<file path="src/rtl/elevator_if.sv">
// Request and status bundle between the elevator core and its surroundings.
interface elevator_if #(
  parameter int unsigned NUM_FLOORS = 8,
  parameter int unsigned FLOOR_W    = $clog2(NUM_FLOORS)
);
  logic                  req_valid;
  logic [FLOOR_W-1:0]    req_floor;
  logic [FLOOR_W-1:0]    floor;
  logic                  dir;
  logic                  moving;
  logic                  door_open;
  logic                  arrive;
  logic [NUM_FLOORS-1:0] pending;
  logic [3:0]            motor;

  modport master (
    output req_valid, req_floor,
    input  floor, dir, moving, door_open, arrive, pending, motor
  );

  modport slave (
    input  req_valid, req_floor,
    output floor, dir, moving, door_open, arrive, pending, motor
  );
endinterface

</file>
<file path="src/rtl/elevator_core.sv">
// SCAN-order elevator controller: request bitmap, travel/dwell timing, stepper drive.
module elevator_core #(
  parameter int unsigned NUM_FLOORS    = 8,
  parameter int unsigned FLOOR_W       = $clog2(NUM_FLOORS),
  parameter int unsigned TRAVEL_CYCLES = 4,
  parameter int unsigned DOOR_CYCLES   = 3
) (
  input  logic      CLK,
  input  logic      RST_N,
  elevator_if.slave bus
);
  localparam int unsigned TRAV_W  = (TRAVEL_CYCLES > 1) ? $clog2(TRAVEL_CYCLES) : 1;
  localparam int unsigned DWELL_W = (DOOR_CYCLES > 1) ? $clog2(DOOR_CYCLES) : 1;

  typedef enum logic [1:0] {
    S_IDLE = 2'd0,
    S_MOVE = 2'd1,
    S_DOOR = 2'd2
  } state_t;

  state_t                r_state, w_state_n;
  logic [FLOOR_W-1:0]    r_floor, w_floor_n, w_next_floor;
  logic                  r_dir, w_dir_n;
  logic [NUM_FLOORS-1:0] r_pending, w_pending_n;
  logic [NUM_FLOORS-1:0] w_set, w_clr, w_cur_oh, w_nxt_oh;
  logic [3:0]            r_motor, w_motor_n;
  logic                  r_arrive, w_arrive_n;
  logic                  r_moving, r_door_open;
  logic [TRAV_W-1:0]     r_trav_cnt, w_trav_n;
  logic [DWELL_W-1:0]    r_dwell_cnt, w_dwell_n;
  logic                  w_up, w_down, w_ahead, w_behind;

  // Decode incoming request, current/next floor and where outstanding work lies.
  always_comb begin
    w_next_floor = r_dir ? (r_floor + FLOOR_W'(1)) : (r_floor - FLOOR_W'(1));
    w_set    = '0;
    w_cur_oh = '0;
    w_nxt_oh = '0;
    w_up     = 1'b0;
    w_down   = 1'b0;
    for (int unsigned i = 0; i < NUM_FLOORS; i++) begin
      w_set[i]    = bus.req_valid && (bus.req_floor == FLOOR_W'(i));
      w_cur_oh[i] = (r_floor == FLOOR_W'(i));
      w_nxt_oh[i] = (w_next_floor == FLOOR_W'(i));
      if (r_pending[i] && (FLOOR_W'(i) > r_floor)) w_up = 1'b1;
      if (r_pending[i] && (FLOOR_W'(i) < r_floor)) w_down = 1'b1;
    end
    w_ahead  = r_dir ? w_up : w_down;
    w_behind = r_dir ? w_down : w_up;
  end

  // Next-state, datapath and output decisions.
  always_comb begin
    w_state_n  = r_state;
    w_floor_n  = r_floor;
    w_dir_n    = r_dir;
    w_motor_n  = 4'b0000;
    w_arrive_n = 1'b0;
    w_trav_n   = '0;
    w_dwell_n  = '0;
    w_clr      = '0;
    case (r_state)
      S_IDLE: begin
        if (|((r_pending | w_set) & w_cur_oh)) begin
          w_state_n = S_DOOR;
          w_clr     = w_cur_oh;
        end else if (w_ahead) begin
          w_state_n = S_MOVE;
          w_motor_n = 4'b0001;
        end else if (w_behind) begin
          w_state_n = S_MOVE;
          w_dir_n   = ~r_dir;
          w_motor_n = 4'b0001;
        end
      end
      S_MOVE: begin
        w_motor_n = r_dir ? {r_motor[2:0], r_motor[3]} : {r_motor[0], r_motor[3:1]};
        w_trav_n  = r_trav_cnt + TRAV_W'(1);
        if (r_trav_cnt == TRAV_W'(TRAVEL_CYCLES - 1)) begin
          w_floor_n = w_next_floor;
          w_trav_n  = '0;
          if (|((r_pending | w_set) & w_nxt_oh)) begin
            w_state_n  = S_DOOR;
            w_clr      = w_nxt_oh;
            w_arrive_n = 1'b1;
            w_motor_n  = 4'b0000;
          end
        end
      end
      S_DOOR: begin
        // Requests for the open floor are absorbed and hold the door.
        w_clr = w_cur_oh;
        if (|(w_set & w_cur_oh)) begin
          w_dwell_n = '0;
        end else if (r_dwell_cnt == DWELL_W'(DOOR_CYCLES - 1)) begin
          w_state_n = S_IDLE;
        end else begin
          w_dwell_n = r_dwell_cnt + DWELL_W'(1);
        end
      end
      default: w_state_n = S_IDLE;
    endcase
    w_pending_n = (r_pending | w_set) & ~w_clr;
  end

  // State and registered outputs with asynchronous reset.
  always_ff @(posedge CLK or negedge RST_N) begin
    if (!RST_N) begin
      r_state     <= S_IDLE;
      r_floor     <= '0;
      r_dir       <= 1'b1;
      r_pending   <= '0;
      r_motor     <= 4'b0000;
      r_arrive    <= 1'b0;
      r_moving    <= 1'b0;
      r_door_open <= 1'b0;
      r_trav_cnt  <= '0;
      r_dwell_cnt <= '0;
    end else begin
      r_state     <= w_state_n;
      r_floor     <= w_floor_n;
      r_dir       <= w_dir_n;
      r_pending   <= w_pending_n;
      r_motor     <= w_motor_n;
      r_arrive    <= w_arrive_n;
      r_moving    <= (w_state_n == S_MOVE);
      r_door_open <= (w_state_n == S_DOOR);
      r_trav_cnt  <= w_trav_n;
      r_dwell_cnt <= w_dwell_n;
    end
  end

  assign bus.floor     = r_floor;
  assign bus.dir       = r_dir;
  assign bus.moving    = r_moving;
  assign bus.door_open = r_door_open;
  assign bus.arrive    = r_arrive;
  assign bus.pending   = r_pending;
  assign bus.motor     = r_motor;

  // A floor step never leaves the shaft.
  a_floor_bounds: assert property (@(posedge CLK) disable iff (!RST_N)
    (r_state == S_MOVE && r_trav_cnt == TRAV_W'(TRAVEL_CYCLES - 1)) |->
      (r_dir ? (32'(r_floor) < NUM_FLOORS - 1) : (r_floor != '0)));
endmodule

</file>
<file path="src/flat_wrapper.sv">
// flat-port wrapper written by rule: the top's interface ports become plain ports
module elevator_core_flat 
#(
  parameter int unsigned NUM_FLOORS    = 8,
  parameter int unsigned FLOOR_W       = $clog2(NUM_FLOORS),
  parameter int unsigned TRAVEL_CYCLES = 4,
  parameter int unsigned DOOR_CYCLES   = 3
)
  (CLK, RST_N, bus_req_valid, bus_req_floor, bus_floor, bus_dir, bus_moving, bus_door_open, bus_arrive, bus_pending, bus_motor);
  elevator_if #(.NUM_FLOORS(NUM_FLOORS), .FLOOR_W(FLOOR_W)) bus_i ();
  input  logic CLK;
  input  logic RST_N;
  input wire logic [$bits(bus_i.req_valid)-1:0] bus_req_valid;
  input wire logic [$bits(bus_i.req_floor)-1:0] bus_req_floor;
  output wire logic [$bits(bus_i.floor)-1:0] bus_floor;
  output wire logic [$bits(bus_i.dir)-1:0] bus_dir;
  output wire logic [$bits(bus_i.moving)-1:0] bus_moving;
  output wire logic [$bits(bus_i.door_open)-1:0] bus_door_open;
  output wire logic [$bits(bus_i.arrive)-1:0] bus_arrive;
  output wire logic [$bits(bus_i.pending)-1:0] bus_pending;
  output wire logic [$bits(bus_i.motor)-1:0] bus_motor;
  assign bus_i.req_valid = bus_req_valid;
  assign bus_i.req_floor = bus_req_floor;
  assign bus_floor = bus_i.floor;
  assign bus_dir = bus_i.dir;
  assign bus_moving = bus_i.moving;
  assign bus_door_open = bus_i.door_open;
  assign bus_arrive = bus_i.arrive;
  assign bus_pending = bus_i.pending;
  assign bus_motor = bus_i.motor;
  elevator_core #(.NUM_FLOORS(NUM_FLOORS), .FLOOR_W(FLOOR_W), .TRAVEL_CYCLES(TRAVEL_CYCLES), .DOOR_CYCLES(DOOR_CYCLES)) u_core (.CLK(CLK), .RST_N(RST_N), .bus(bus_i));
endmodule
</file>
<file path="config.mk">
export PLATFORM = sky130hd
export DESIGN_NAME = elevator_core_flat
export DESIGN_NICKNAME = d
export VERILOG_FILES = /design/src/rtl/elevator_if.sv /design/src/rtl/elevator_core.sv /design/src/flat_wrapper.sv
export SDC_FILE = /design/constraint.sdc
export NUM_CORES = 1
export LEC_CHECK = 0
export ABC_CLOCK_PERIOD_IN_PS = 3350
export CORE_ASPECT_RATIO = 1.4
export CORE_MARGIN = 8
export CORE_UTILIZATION = 40
export DETAILED_ROUTE_END_ITERATION = 8
export GPL_TIMING_DRIVEN = 1
export PLACE_DENSITY = 0.73
export SYNTH_ARGS = -nofsm -noshare
export SYNTH_HDL_FRONTEND = slang
export SYNTH_SLANG_ARGS = --single-unit
</file>
<file path="constraint.sdc">
create_clock -name CLK -period 3.35 [get_ports CLK]
set_input_delay 1.005 -clock CLK [delete_from_list [all_inputs] [get_ports CLK]]
set_output_delay 1.005 -clock CLK [all_outputs]
set_load 0.02 [all_outputs]
</file>
# After elaboration in Yosys (flattened, before gate mapping)
# Index checks and enable logic that the tools add are counted.
dict set report totals {
  reg_bits 25
  wordCells 145
  input_bits 6
  out_inout_bits 19
}
dict set report op_classes {
  n_mux 46
  n_addsub 4
  n_lt_le_gt_ge 16
  bitwise 9
  eq_ne 27
  n_reduce_logical 33
}
# cell count
set op_table {}
lappend op_table {{$eq A3 B3 Y1 const B} 12}
lappend op_table {{$and A8 B8 Y8} 4}
lappend op_table {{$logic_and A1 B1 Y1} 24}
lappend op_table {{$mux W2} 12}
lappend op_table {{$mux W8} 3}
lappend op_table {{$pmux W8 S3} 1}
lappend op_table {{$reduce_or A8 Y1} 3}
lappend op_table {{$mux W1} 22}
lappend op_table {{$mux W4} 5}
lappend op_table {{$eq A3 B2 Y1 const B} 6}
lappend op_table {{$gt A3 B3 Y1 const A} 4}
lappend op_table {{$lt A3 B3 Y1 const A} 4}
lappend op_table {{$eq A3 B1 Y1 const B} 3}
lappend op_table {{$logic_not A3 Y1} 3}
lappend op_table {{$eq A2 B2 Y1 const B} 4}
lappend op_table {{$not A8 Y8} 1}
lappend op_table {{$or A8 B8 Y8} 1}
lappend op_table {{$pmux W4 S2} 1}
lappend op_table {{$gt A1 B3 Y1 const A} 2}
lappend op_table {{$gt A2 B3 Y1 const A} 2}
lappend op_table {{$lt A1 B3 Y1 const A} 2}
lappend op_table {{$lt A2 B3 Y1 const A} 2}
lappend op_table {{$pmux W2 S3} 1}
lappend op_table {{$add A2 B1 Y2 const B} 2}
lappend op_table {{other kinds (8)} 11}

# Depth between registers and ports, before layout
# Gate-level depths: netlist (run 1).
dict set report logic_depth {
  word_depth 16
  ltp_mapped 8
  ltp_nobuf 7
}

# Worst setup path before layout (run 1)
# OpenSTA, ideal clock, no wires.
dict set report synth_timing {
  kind {flip-flop to flip-flop}
  start {reg u_core.r_floor[1], in the netlist u_core.bus.floor[1]}
  end {reg u_core.r_motor[0], in the netlist u_core.bus.motor[0]}
  t_arrival_ps 2425
  synth_period_minus_slack_ps 2567
  stages_incl_launch_ff 9
  path_slack_ps 783
  required_time_ps 3208
  path_cell_list {dfrtp_1 -> buf_2 -> inv_1 -> ha_1 -> xor2_2 -> nor3_1 -> a2111oi_0 -> o41a_2 -> o32ai_2}
}
dict set report synth_between {
  elab_chain_cells 15
  elab_cells_between_ends 79
  cone_classes {add/sub (2); order compare (16); eq/ne (14); mux (25); bitwise (2); reduce/logical (20)}
}
# element line_no
set synth_rtl {}
lappend synth_rtl {{start, declared} elevator_core.sv:22} ;# logic [FLOOR_W-1:0] r_floor, w_floor_n, w_next_floor;
lappend synth_rtl {{start signal, assigned} elevator_core.sv:121} ;# r_floor <= w_floor_n;
lappend synth_rtl {{$gt A1 B3 Y1 or $lt A1 B3 Y1 (tied branches)} {elevator_core.sv:45, elevator_core.sv:46}}
lappend synth_rtl {{$logic_and A1 B1 Y1, on equally long branches} {elevator_core.sv:45, elevator_core.sv:46}}
lappend synth_rtl {{$mux W1, on equally long branches (8 in series)} {elevator_core.sv:45, elevator_core.sv:46}}
lappend synth_rtl {{$mux W1} elevator_core.sv:49} ;# w_behind = r_dir ? w_down : w_up;
lappend synth_rtl {{$mux W1} elevator_core.sv:70} ;# end else if (w_behind) begin
lappend synth_rtl {{$mux W4} elevator_core.sv:67} ;# end else if (w_ahead) begin
lappend synth_rtl {{$mux W4} elevator_core.sv:64} ;# if (|((r_pending | w_set) & w_cur_oh)) begin
lappend synth_rtl {{$pmux W4 S2 (*)} elevator_core.sv:62} ;# case (r_state)
lappend synth_rtl {{named net u_core.w_motor_n[0]} elevator_core.sv:26} ;# logic [3:0] r_motor, w_motor_n;
lappend synth_rtl {{end signal, assigned} elevator_core.sv:124} ;# r_motor <= w_motor_n;
lappend synth_rtl {{end, declared} elevator_core.sv:26}
# The timed path passes the listed nets; every way through them passes the cells marked *.
# A chain may end at the register's enable or synchronous reset.

# Final worst setup path (run 1)
dict set report layout_timing {
  start {in bus_req_valid}
  end {reg u_core.r_motor[0], in the netlist u_core.bus.motor[0]}
}
dict set report layout_between {
  elab_chain_cells 7
  elab_cells_between_ends 17
  cone_classes {mux (4); bitwise (3); reduce/logical (10)}
}
# element line_no
set layout_rtl {}
lappend layout_rtl {{start, declared} flat_wrapper.sv:13} ;# input wire logic [$bits(bus_i.req_valid)-1:0] bus_req_valid;
lappend layout_rtl {{$logic_and A1 B1 Y1} elevator_core.sv:42} ;# w_set[i] = bus.req_valid && (bus.req_floor == FLOOR_W'(i));
lappend layout_rtl {{$or A8 B8 Y8 (*)} {elevator_core.sv:64, elevator_core.sv:82}}
lappend layout_rtl {{$and A8 B8 Y8} elevator_core.sv:82} ;# if (|((r_pending | w_set) & w_nxt_oh)) begin
lappend layout_rtl {{$reduce_or A8 Y1} elevator_core.sv:82}
lappend layout_rtl {{$mux W4} elevator_core.sv:82}
lappend layout_rtl {{$mux W4} elevator_core.sv:79} ;# if (r_trav_cnt == TRAV_W'(TRAVEL_CYCLES - 1)) begin
lappend layout_rtl {{$pmux W4 S2 (*)} elevator_core.sv:62}
lappend layout_rtl {{named net u_core.w_motor_n[0]} elevator_core.sv:26}
# Marked as above.

==> results of run 1 <==
-- kinds of logic after synthesis --
kind of cell / synth area share (%)
fa+ha+maj: 5.12
simple gates: 19.1
mux: 3.59
buf+inv: 5.71
compound gates: 27.3
flops: 36.7
xor+xnor: 2.49
-- sequential cells by signal, indices dropped and copies added, names as in the netlist --
| name | count |
|---|---|
| u_core.r_state | 2 |
| u_core.bus.pending | 8 |
| u_core.bus.arrive | 1 |
| u_core.bus.dir | 1 |
| u_core.bus.floor | 3 |
| u_core.bus.moving | 1 |
| u_core.r_dwell_cnt | 2 |
| u_core.bus.door_open | 1 |
| u_core.bus.motor | 4 |
| u_core.r_trav_cnt | 2 |
-- area by class of cell --
type	count	area (sq um)	share of cell area, %
multi-input combinational	134	985	48.4
sequential	25	627	30.8
timing repair buffer	31	293	14.4
tap	45	56.3	2.77
clock buffer	4	45.0	2.21
inverter	8	30.0	1.48
-- power groups by stage --
stage	clock, uW	combinational (uW)	sequential, uW
after global routing	192	1480	634
after global placement	0	1340	617
after CTS	180	1360	612
after detailed placement	0	1350	618
after floorplan	0	817	655
final	174	1350	615
-- worst min path at each step --
stage,startpoint,to,slack (ns),depth (start not counted)
CTS,u_core.r_trav_cnt[0],u_core.r_trav_cnt[0],0.44,1
global placement,u_core.r_trav_cnt[0],u_core.r_trav_cnt[0],0.43,1
detailed placement,u_core.r_trav_cnt[0],u_core.r_trav_cnt[0],0.43,1
floorplan,u_core.r_trav_cnt[0],u_core.r_trav_cnt[0],0.41,1
global route,u_core.r_trav_cnt[0],u_core.r_trav_cnt[0],0.47,1
finish,u_core.r_trav_cnt[0],u_core.r_trav_cnt[0],0.44,1
-- metrics by stage --
stage	total power [uW]	hold WS [ns]
final	2140	0.437
after global routing	2300	0.467
after detailed placement	1970	0.428
after floorplan	1470	0.415
after CTS	2150	0.440
after global placement	1950	0.432
-- metal layers --
metal	wire, microns	share of wire (%)	track usage, %
met3	192	4.2	1.71
met2	2410	52	25.7
met5	0	0	0
met1	1850	40	15.4
met4	179	3.9	9.58
-- synthesized netlist by cell type, drive strengths merged, types with 3 or more instances --
cell type and number:
o21ai 6, nand2 10, a31oi 4, nor2 13, nand3 5, ha 7
dfrtp 24, a2111oi 4, a22oi 3, o22ai 5, inv 8, xnor2 3
a211oi 5, a41o 3, mux2i 5, o211ai 3, nor3 12, buf 8
a21oi 5, and4b 4
==> summary.md, run 1 <==
| Metric | Value |
|---|---|
| Run status | completed |
| Num CTS Buffers | 3 |
| Most instantiated flip-flop cell in the synthesis netlist | dfrtp_1 |
| Number of global-route vias before repair | 1675 |
| Max-cap violation count | 0 |
| Reg-to-reg critical path startpoint | u_core.bus.floor[1] |
| Total via count after detailed routing | between 1500 and 2000 |
| Highest attainable clock frequency | 333 MHz |
| Layout cell share with drive strength beyond 1 | between 10% and 20% |
| Initial drt markers | between 80 and 90 |
| # resized after CTS | 0 |
| Buffers plus inverters on the worst setup path | 1 |
| Reg2Reg Capture Point | u_core.bus.motor[0] |
| Setup repair after global routing missed its margin | no |
| Final cycle utilization of the critical path | between 80 and 90% |
| H-tree lvl count | 1 |
| Least-Margin Pin Slew | a little over 0.6 ns |
| Portion of synthesized cell area occupied by the leading cell type | roughly a third |
| CP Capture Point | u_core.bus.motor[0] |
| Peak per-stage delay on the critical path | between 0.6 and 0.7 ns |
| Mean routed wirelength per cell | around 19 microns |
| Crit path depth | 6 |
| Number of buffers on the longest clock path | 2 |
| Critical-path cell with the highest stage delay | clkdlybuf4s50_1 |
| I/O Pins | 25 |
| Cell type contributing the most total cell area after synthesis | dfrtp_1 |
| Leading post-synthesis cells by cell area | dfrtp_1 35%, ha_1 5.1%, nor3_1 3.5% |
| Most used cells in the layout excluding fill and tap cells | 24 x clkdlybuf4s50_1, 24 x dfrtp_1, 13 x nor2_1, 12 x nor3_1, 10 x nand2_1 |
| Number of buffers added to fix hold violations after cts | 0 |
| Syn Std Cell Area | approximately 1700 sq um |
| Internal Pwr Total | approximately 1100 uW |
| Max FO, Critical Path | 10 |
| Final hold violation count | 0 |
| Post-synthesis register bit count | 25 |
| Core ar. | between 4000 and 5000 sq um |
| Worst-Skew Late Latency | about 0.26 ns |
| Number of clock sinks | 25 |
| Buffers added on ports | 24 |
| Cell area after layout | a little over 2000 sq um |
| Remaining antenna violation count | 0 |
| Cell count after synthesis | approximately 180 |
| First-pass GRT wire length | just under 8 mm |
| Data required time at the worst endpoint | 3.48 ns |
| Clock group share of total power | around 8% |
| Detailed Place HPWL | 3.54 mm |
| Number of pins with negative max-slew slack in the final report | 0 |
| # diodes | 0 |
| Vias per std cell | around 6.4 |
| Leakage dissipation | 0.000838 uW |
| Starting density of the core | between 40% and 50% |
| DRC violations left | 0 |
| Global-route usage over all layers | between 10% and 20% |
| Crit path from | bus_req_valid |
| Die outline area | approximately 6700 sq um |
| Growth of design area from synthesis to finish | 19.1% |
| Type of the most critical hold path | reg -> reg |
| Clock tree from TritonCTS | built |
| Series of cell instances along the critical path | clkdlybuf4s50_1 > nor4b_2 > nor3_1 > a2111oi_0 > o41a_2 > o32ai_2 |
| Worst setup slack after layout | between 0.3 and 0.4 ns |
| Placed Instances | 243 |
| Relative contribution of sequential cells to total power | 28.7% |
| Residual overflow from global routing | 0 |
| Number of nets in the final layout | 216 |
| Floorplan row count | 28 |
| Initial antenna violation count | 0 |
| Power per standard cell area | approximately 1100 nW/um^2 |
| Final Instance Count excl. Fillers | ~250 |
| Maximum clock skew at final layout | 0.00464 ns |
| Largest net degree at the start of global routing | 26 |
| DIE HEIGHT | 93.3 microns |
| Clock slew at the register clock pins of the worst setup and hold paths | around 0.080 ns |
| Worst-case reg-to-reg path depth | 7 |
| Switching part of the total | 48.9% |
| Critical path capture point type | flop |
| WS Path Type | in -> reg |
| Number of different library cells in the post-synthesis netlist | 55 |
| Post-route setup TNS | 0 ns |
| Total detailed-routing wirelength | roughly 4.6 mm |
| Kind of cell with the highest combined delay on the critical path | compound AO/OA/AOI/OAI gates |
| Number of setup buffers added after CTS | 0 |
| Register-to-register setup slack | around 0.82 ns |
| CP startpoint kind | input port |
| Worst slack at placement | ~0.14 ns |
| Number of synthesized flops with an enable pin | 0 |
| Fraction of registers with async set or reset after synthesis | 100% |
| Core Util, Final | 48.8% |
| Final setup fails | 0 |
| Sequential share of the synthesized area | 36.7% |
| Die Width | 71.2 microns |
| Drt first pass iters | 4 |
| Number of nets produced by synthesis | 190 |
| Syn avg cell area | 9.66 sq um |
| Worst IR Drop VDD | ~470 uV |
| Placer's final routability congestion estimate | ~0.94 |
| Number of synthesis warnings | 0 |
| Share of power burned in combinational logic | between 60% and 70% |
| Time the worst path needs with I/O delays and setup | around 3.0 ns |
| Count of fill cells added during filler insertion | 390 |
| Normalized max-slew margin | 57.8% |
| Reported net switching power | about 1000 uW |
| Data arrival time of the worst path | 3.13 ns |
| Placement Cell Area | about 2000 sq um |
| Root Driver | clkbuf_8 |
No activity file was read; power rests on OpenSTA's default activity.
==> inputs of run 2 (changes only) <==
--- a/config.mk
+++ b/config.mk
@@ -12,6 +12,7 @@
 export DETAILED_ROUTE_END_ITERATION = 8
 export GPL_TIMING_DRIVEN = 1
 export PLACE_DENSITY = 0.73
+export REMOVE_ABC_BUFFERS = 1
 export SYNTH_ARGS = -nofsm -noshare
 export SYNTH_HDL_FRONTEND = slang
 export SYNTH_SLANG_ARGS = --single-unit
==> constraint.sdc (replaced) <==
create_clock -name CLK -period 3.35 [get_ports CLK]
set_input_delay 1.005 -clock CLK [delete_from_list [all_inputs] [get_ports CLK]]
set_output_delay 1.005 -clock CLK [all_outputs]
set_load 0.05 [all_outputs]
==> summary.md, run 2 (synthesis gave the netlist of run 1 again) <==
| Metric | Value |
|---|---|
| Sequential cell area | 627 sq um (unchanged) |
| Post-route setup TNS | 0 ns (unchanged) |
| Floorplan row count | 28 (unchanged) |
| Kind of cell with the highest combined delay on the critical path | compound AO/OA/AOI/OAI gates |
| Count of fill cells added during filler insertion | 399 (+2.3%) |
| Setup repair after global routing missed its margin | no |
| Normalized max-slew margin | 57.3% (-0.50 points) |
| Crit path depth | 6 (unchanged) |
| Layout cell share with drive strength beyond 1 | 10.8% (+0.44 points) |
| Drt first pass iters | 5 (+1) |
| Num CTS Buffers | 3 (unchanged) |
| Time the worst path needs with I/O delays and setup | 3.06 ns (+0.0585 ns) |
| Placer's final routability congestion estimate | 0.962 (+2.4%) |
| Number of buffers on the longest clock path | 2 (unchanged) |
| Total detailed-routing wirelength | 4.81 mm (+4.0%) |
| WS Path Type | in -> reg |
| Flip-flop count of the largest register after layout | 8 (unchanged) |
| Buffers added on ports | 24 (unchanged) |
| I/O Pins | 25 (unchanged) |
| Highest attainable clock frequency | 327 MHz (-1.9%) |
| Initial drt markers | 225 (+160%) |
| Die Width | 71.2 microns (unchanged) |
| Number of buffers added to fix hold violations after cts | 0 (unchanged) |
| Number of nets in the final layout | 217 (+0.46%) |
| Root Driver | clkbuf_8 |
| # diodes | 0 (unchanged) |
| Critical path capture point type | flop |
| Core ar. | 4170 sq um (unchanged) |
| Data arrival time of the worst path | 3.20 ns (+0.07 ns) |
| Residual overflow from global routing | 0 (unchanged) |
| Detailed Place HPWL | 3.56 mm (+0.45%) |
| Worst Hold Margin | 0.462 ns (+0.0246 ns) |
| CP startpoint kind | input port |
| Max FO, Critical Path | 14 (+4) |
| Clock tree from TritonCTS | built |
| Initial antenna violation count | 0 (unchanged) |
| Run status | completed |
| Total area of multi-input combinational cells | 986 sq um (+0.13%) |
| Number of clock sinks | 25 (unchanged) |
| Number of pins with negative max-slew slack in the final report | 0 (unchanged) |
| Core Util, Final | 49.0% (+0.21 points) |
| Mean routed wirelength per cell | 19.4 microns (+3.6%) |
| Remaining antenna violation count | 0 (unchanged) |
| DRC violations left | 0 (unchanged) |
| Max-cap violation count | 0 (unchanged) |
| DIE HEIGHT | 93.3 microns (unchanged) |
| Vias per std cell | 6.43 (-0.28%) |
| Buffers plus inverters on the worst setup path | 1 (unchanged) |
| Maximum clock skew at final layout | 0.0140 ns (+0.00931 ns) |
| Data required time at the worst endpoint | 3.49 ns (about the same) |
| H-tree lvl count | 1 (unchanged) |
| Final hold violation count | 0 (unchanged) |
| Hold Path Stages | 1 (unchanged) |
| Die outline area | 6650 sq um (unchanged) |
| Final cycle utilization of the critical path | 91.3% (+1.7 points) |
| Growth of design area from synthesis to finish | 19.6% |
| Type of the most critical hold path | reg -> reg |
| First-pass GRT wire length | 7.88 mm (+0.70%) |
| Global-route usage over all layers | 14.9% (+0.60 points) |
| Number of global-route vias before repair | 1619 (-3.3%) |
| Worst-Skew Late Latency | 0.27 ns (about the same) |
| Clock slew at the register clock pins of the worst setup and hold paths | 0.09 ns (about the same) |
| Most used cells in the layout excluding fill and tap cells | 24 x clkdlybuf4s50_1, 24 x dfrtp_1, 13 x nor2_1, 12 x nor3_1, 10 x nand2_1 |
| Largest net degree at the start of global routing | 26 (unchanged) |
| Critical-path cell with the highest stage delay | clkdlybuf4s50_1 |
| Worst-case reg-to-reg path depth | 7 (unchanged) |
| Number of setup buffers added after CTS | 0 (unchanged) |
| Starting density of the core | 41.0% (unchanged) |
| Peak per-stage delay on the critical path | 0.76 ns (+0.12 ns) |
| Total via count after detailed routing | 1595 (+0.13%) |
| Final setup fails | 0 (unchanged) |
| Least-Margin Pin Slew | 0.624 ns (+0.00737 ns) |
| Series of cell instances along the critical path | clkdlybuf4s50_1 > and4b_1 > nor3_1 > a2111oi_0 > o41a_2 > o22ai_1 |
## run 2: what timing repair did
action / CTS / global route
endpoints found under the setup margin: 0 / 6
hold endpoints to repair: 0 / 0
resized for setup: 0 / 1
## run 2: metal layers
layer	vias to the layer above	track usage [%]	share of wire, %
met2	73	25.0	49
li1	747	-	-
met5	-	0	0
met1	758	17.0	40
met3	17	3.32	7.2
met4	0	8.89	3.6
## run 2: worst paths after layout
kind | endpoint | slack [ns] | startpoint
max | u_core.bus.moving | 0.29 | bus_req_floor[0]
min | u_core.r_trav_cnt[0] | 0.46 | u_core.r_trav_cnt[0]
max reg2reg | u_core.bus.moving | 0.67 | u_core.bus.floor[0]
min reg2reg | u_core.r_trav_cnt[0] | 0.46 | u_core.r_trav_cnt[0]
max in group asynchronous | u_core.bus.dir | 1.97 | RST_N
min in group asynchronous | u_core.bus.motor[2] | 1.09 | RST_N
## run 2: area by class of cell
class	count	share of cell area [%]
Clock buffer	4	2.20
Inverter	8	1.47
Multi-Input combinational cell	134	48.2
Sequential cell	25	30.7
Tap cell	45	2.75
Timing Repair Buffer	32	14.7
## run 2: metrics by stage
step | area (sq um) | cells | setup WS [ns]
after floorplan | 1640 | 167 | 0.415
after detailed placement | 2000 | 244 | 0.0872
after CTS | 2040 | 248 | 0.271
after global routing | 2040 | 248 | 0.0785
after global placement | 2000 | 244 | 0.0741
final | 2040 | 248 | 0.292
Power of run 2 is left out: the tool's default activity adds up to more than one toggle a clock period on the data nets, which glitch-free logic cannot reach.
==> inputs of run 3 (changes only) <==
--- a/config.mk
+++ b/config.mk
@@ -5,7 +5,7 @@
 export SDC_FILE = /design/constraint.sdc
 export NUM_CORES = 1
 export LEC_CHECK = 0
-export ABC_CLOCK_PERIOD_IN_PS = 3350
+export ABC_CLOCK_PERIOD_IN_PS = 3200
 export CORE_ASPECT_RATIO = 1.4
 export CORE_MARGIN = 8
 export CORE_UTILIZATION = 40
==> constraint.sdc (replaced) <==
create_clock -name CLK -period 3.2 [get_ports CLK]
set_input_delay 0.96 -clock CLK [delete_from_list [all_inputs] [get_ports CLK]]
set_output_delay 0.96 -clock CLK [all_outputs]
set_load 0.05 [all_outputs]
==> summary.md, run 3 (synthesis gave the netlist of run 1 again) <==
| Metric | Value |
|---|---|
| Time the worst path needs with I/O delays and setup | between 2 and 3 ns |
| Metal1 wirelength | 2.00 mm (+3.4%) |
| Peak per-stage delay on the critical path | 0.56 ns (-0.20 ns) |
| Mean routed wirelength per cell | 19.0 microns (-2.0%) |
| Buffers added on ports | 24 (unchanged) |
| # diodes | 0 (unchanged) |
| Remaining antenna violation count | 0 (unchanged) |
| CP Capture Point | u_core.bus.motor[0] |
| Run status | completed |
| Total power consumption of the routed design | approximately 2500 uW |
| Post-route setup TNS | 0 ns (unchanged) |
| Initial drt markers | 147 (-35%) |
| Detailed Place HPWL | 3.62 mm (+1.8%) |
| DRC violations left | 0 (unchanged) |
| Starting density of the core | 41.0% (unchanged) |
| Clock tree from TritonCTS | built |
| Total area of multi-input combinational cells | 985 sq um (-0.13%) |
| Number of global-route vias before repair | 1618 (-0.062%) |
| Least-Margin Pin Slew | 0.564 ns (-0.0595 ns) |
| Series of cell instances along the critical path | clkdlybuf4s50_1 > nor4bb_1 > nor2_1 > a2111oi_1 > o41a_2 > o32ai_2 |
| Number of setup buffers added after CTS | 0 (unchanged) |
| Growth of design area from synthesis to finish | 21.8% |
| Count of fill cells added during filler insertion | 390 (-2.3%) |
| Placer's final routability congestion estimate | 0.934 (-3.0%) |
| Register-to-register setup slack | 0.55 ns (-0.12 ns) |
| Crit path from | bus_req_floor[1] |
| Setup repair after global routing missed its margin | no |
| Cell area after layout | 2080 sq um (+1.8%) |
| WS Path Type | in -> reg |
| Placement Cell Area | 2040 sq um (+1.9%) |
| First-pass GRT wire length | 8.14 mm (+3.2%) |
| Total via count after detailed routing | 1601 (+0.38%) |
| Floorplan row count | 28 (unchanged) |
| Reg-to-reg critical path startpoint | u_core.bus.floor[0] |
| Type of the most critical hold path | reg -> reg |
| Reg2Reg Capture Point | u_core.bus.motor[0] |
| Root Driver | clkbuf_8 |
| Leakage dissipation | a little under 0.0009 uW |
| Met2 WL | 2.39 mm (+1.8%) |
| I/O Pins | 25 (unchanged) |
| Worst-Skew Late Latency | 0.27 ns (about the same) |
| Number of buffers on the longest clock path | 2 (unchanged) |
| Data required time at the worst endpoint | 3.33 ns (-0.16 ns) |
| Die outline area | 6650 sq um (unchanged) |
| Num CTS Buffers | 3 (unchanged) |
| Clock slew at the register clock pins of the worst setup and hold paths | 0.09 ns (about the same) |
| Core ar. | 4170 sq um (unchanged) |
| Sequential cell area | 627 sq um (unchanged) |
| # resized after CTS | 0 (unchanged) |
| Highest attainable clock frequency | 349 MHz |
| Final setup fails | 0 (unchanged) |
| Worst slack at placement | 0.0806 ns (-0.00662 ns) |
| Worst IR Drop VDD | between 400 and 500 uV |
| Number of buffers added to fix hold violations after cts | 0 (unchanged) |
| Final cycle utilization of the critical path | 89.6% |
| Power per standard cell area | around 1200 nW/um^2 |
| Worst Hold Margin | 0.444 ns (-0.0173 ns) |
| Maximum clock skew at final layout | 0.00218 ns (-0.0118 ns) |
| Final hold violation count | 0 (unchanged) |
| Highest routed metal layer | met4 |
| Drt first pass iters | 4 (-1) |
| Critical-path cell with the highest stage delay | clkdlybuf4s50_1 |
| Data arrival time of the worst path | 3.00 ns (-0.20 ns) |
| CP startpoint kind | input port |
| Critical path capture point type | flop |
| Vias per std cell | 6.33 (-1.6%) |
| Worst-case reg-to-reg path depth | 7 (unchanged) |
| Largest net degree at the start of global routing | 26 (unchanged) |
| Number of clock sinks | 25 (unchanged) |
| Normalized max-slew margin | 61.4% (+4.1 points) |
| Total detailed-routing wirelength | 4.81 mm (about the same) |
| H-tree lvl count | 1 (unchanged) |
| Number of pins with negative max-slew slack in the final report | 0 (unchanged) |
| Most used cells in the layout excluding fill and tap cells | 24 x clkdlybuf4s50_1, 24 x dfrtp_1, 13 x nor2_1, 13 x buf_4, 12 x nor3_1 |
| Max FO, Critical Path | 10 (-4) |
| Worst setup slack after layout | 0.333 ns (+0.0416 ns) |
| Residual overflow from global routing | 0 (unchanged) |
| DIE HEIGHT | 93.3 microns (unchanged) |
| Die Width | 71.2 microns (unchanged) |
| Global-route usage over all layers | 15.2% (+0.28 points) |
| Number of nets in the final layout | 222 (+2.3%) |
| Initial antenna violation count | 0 (unchanged) |
| Met3 wire length | 263 microns (-24%) |
| Layout cell share with drive strength beyond 1 | 13.5% (+2.6 points) |
| Flip-flop count of the largest register after layout | 8 (unchanged) |
| Max-cap violation count | 0 (unchanged) |
## run 3: cell count changes in the layout (fill, tap and decap cells not counted)
cell and delta:
clkinv_2 +1, a2111oi_0 +1, a2111oi_1 -1, buf_4 +5, clkbuf_1 -1
## run 3: worst max-delay path, delay by kind of cell
kind                   cells  cell delay (ns)
and+or+nand+nor            2             0.58
AOI/OAI and AO/OA          3             0.90
buffers and inverters      1             0.56
## run 3: where the power goes
| group | total, uW | internal [uW] | switching, uW | leakage (uW) |
|---|---|---|---|---|
| Sequential | 604 | 444 | 160 | 0.000309 |
| Clock | 189 | 87.2 | 102 | 0.0000255 |
| Combinational | 1740 | 658 | 1080 | 0.000535 |
| Total | 2530 | 1190 | 1340 | 0.000870 |
## run 3: final cells by class
type / count / share of cell area (%)
sequential: 25 / 30.1
multi-input combinational: 134 / 47.3
tap: 45 / 2.70
clock inverter: 1 / 0.240
clock buffer: 3 / 1.98
inverter: 8 / 1.44
timing repair buffer: 37 / 16.2
## run 3: worst min-delay path by stage
stage | cells past startpoint | endpoint | start | slack (ns)
after floorplan | 1 | u_core.r_trav_cnt[0] | u_core.r_trav_cnt[0] | 0.41
after global placement | 1 | u_core.r_trav_cnt[0] | u_core.r_trav_cnt[0] | 0.43
after detailed placement | 1 | u_core.r_trav_cnt[0] | u_core.r_trav_cnt[0] | 0.44
after CTS | 1 | u_core.r_trav_cnt[0] | u_core.r_trav_cnt[0] | 0.45
after global routing | 1 | u_core.r_trav_cnt[0] | u_core.r_trav_cnt[0] | 0.47
final | 1 | u_core.r_trav_cnt[0] | u_core.r_trav_cnt[0] | 0.44
## run 3: layer usage
metal,track usage [%],vias to the layer above
li1,-,765
met1,17.3,769
met2,25.4,54
met3,3.75,13
met4,8.36,0
met5,0,-
## run 3: metrics by stage
| step | std cells | utilization, % |
|---|---|---|
| 6_report | 253 | 49.9 |
| 5_1_grt | 253 | 49.9 |
| 2_1_floorplan | 167 | - |
| 4_1_cts | 253 | 49.9 |
| 3_5_place_dp | 249 | 48.8 |
| 3_3_place_gp | 249 | 48.8 |
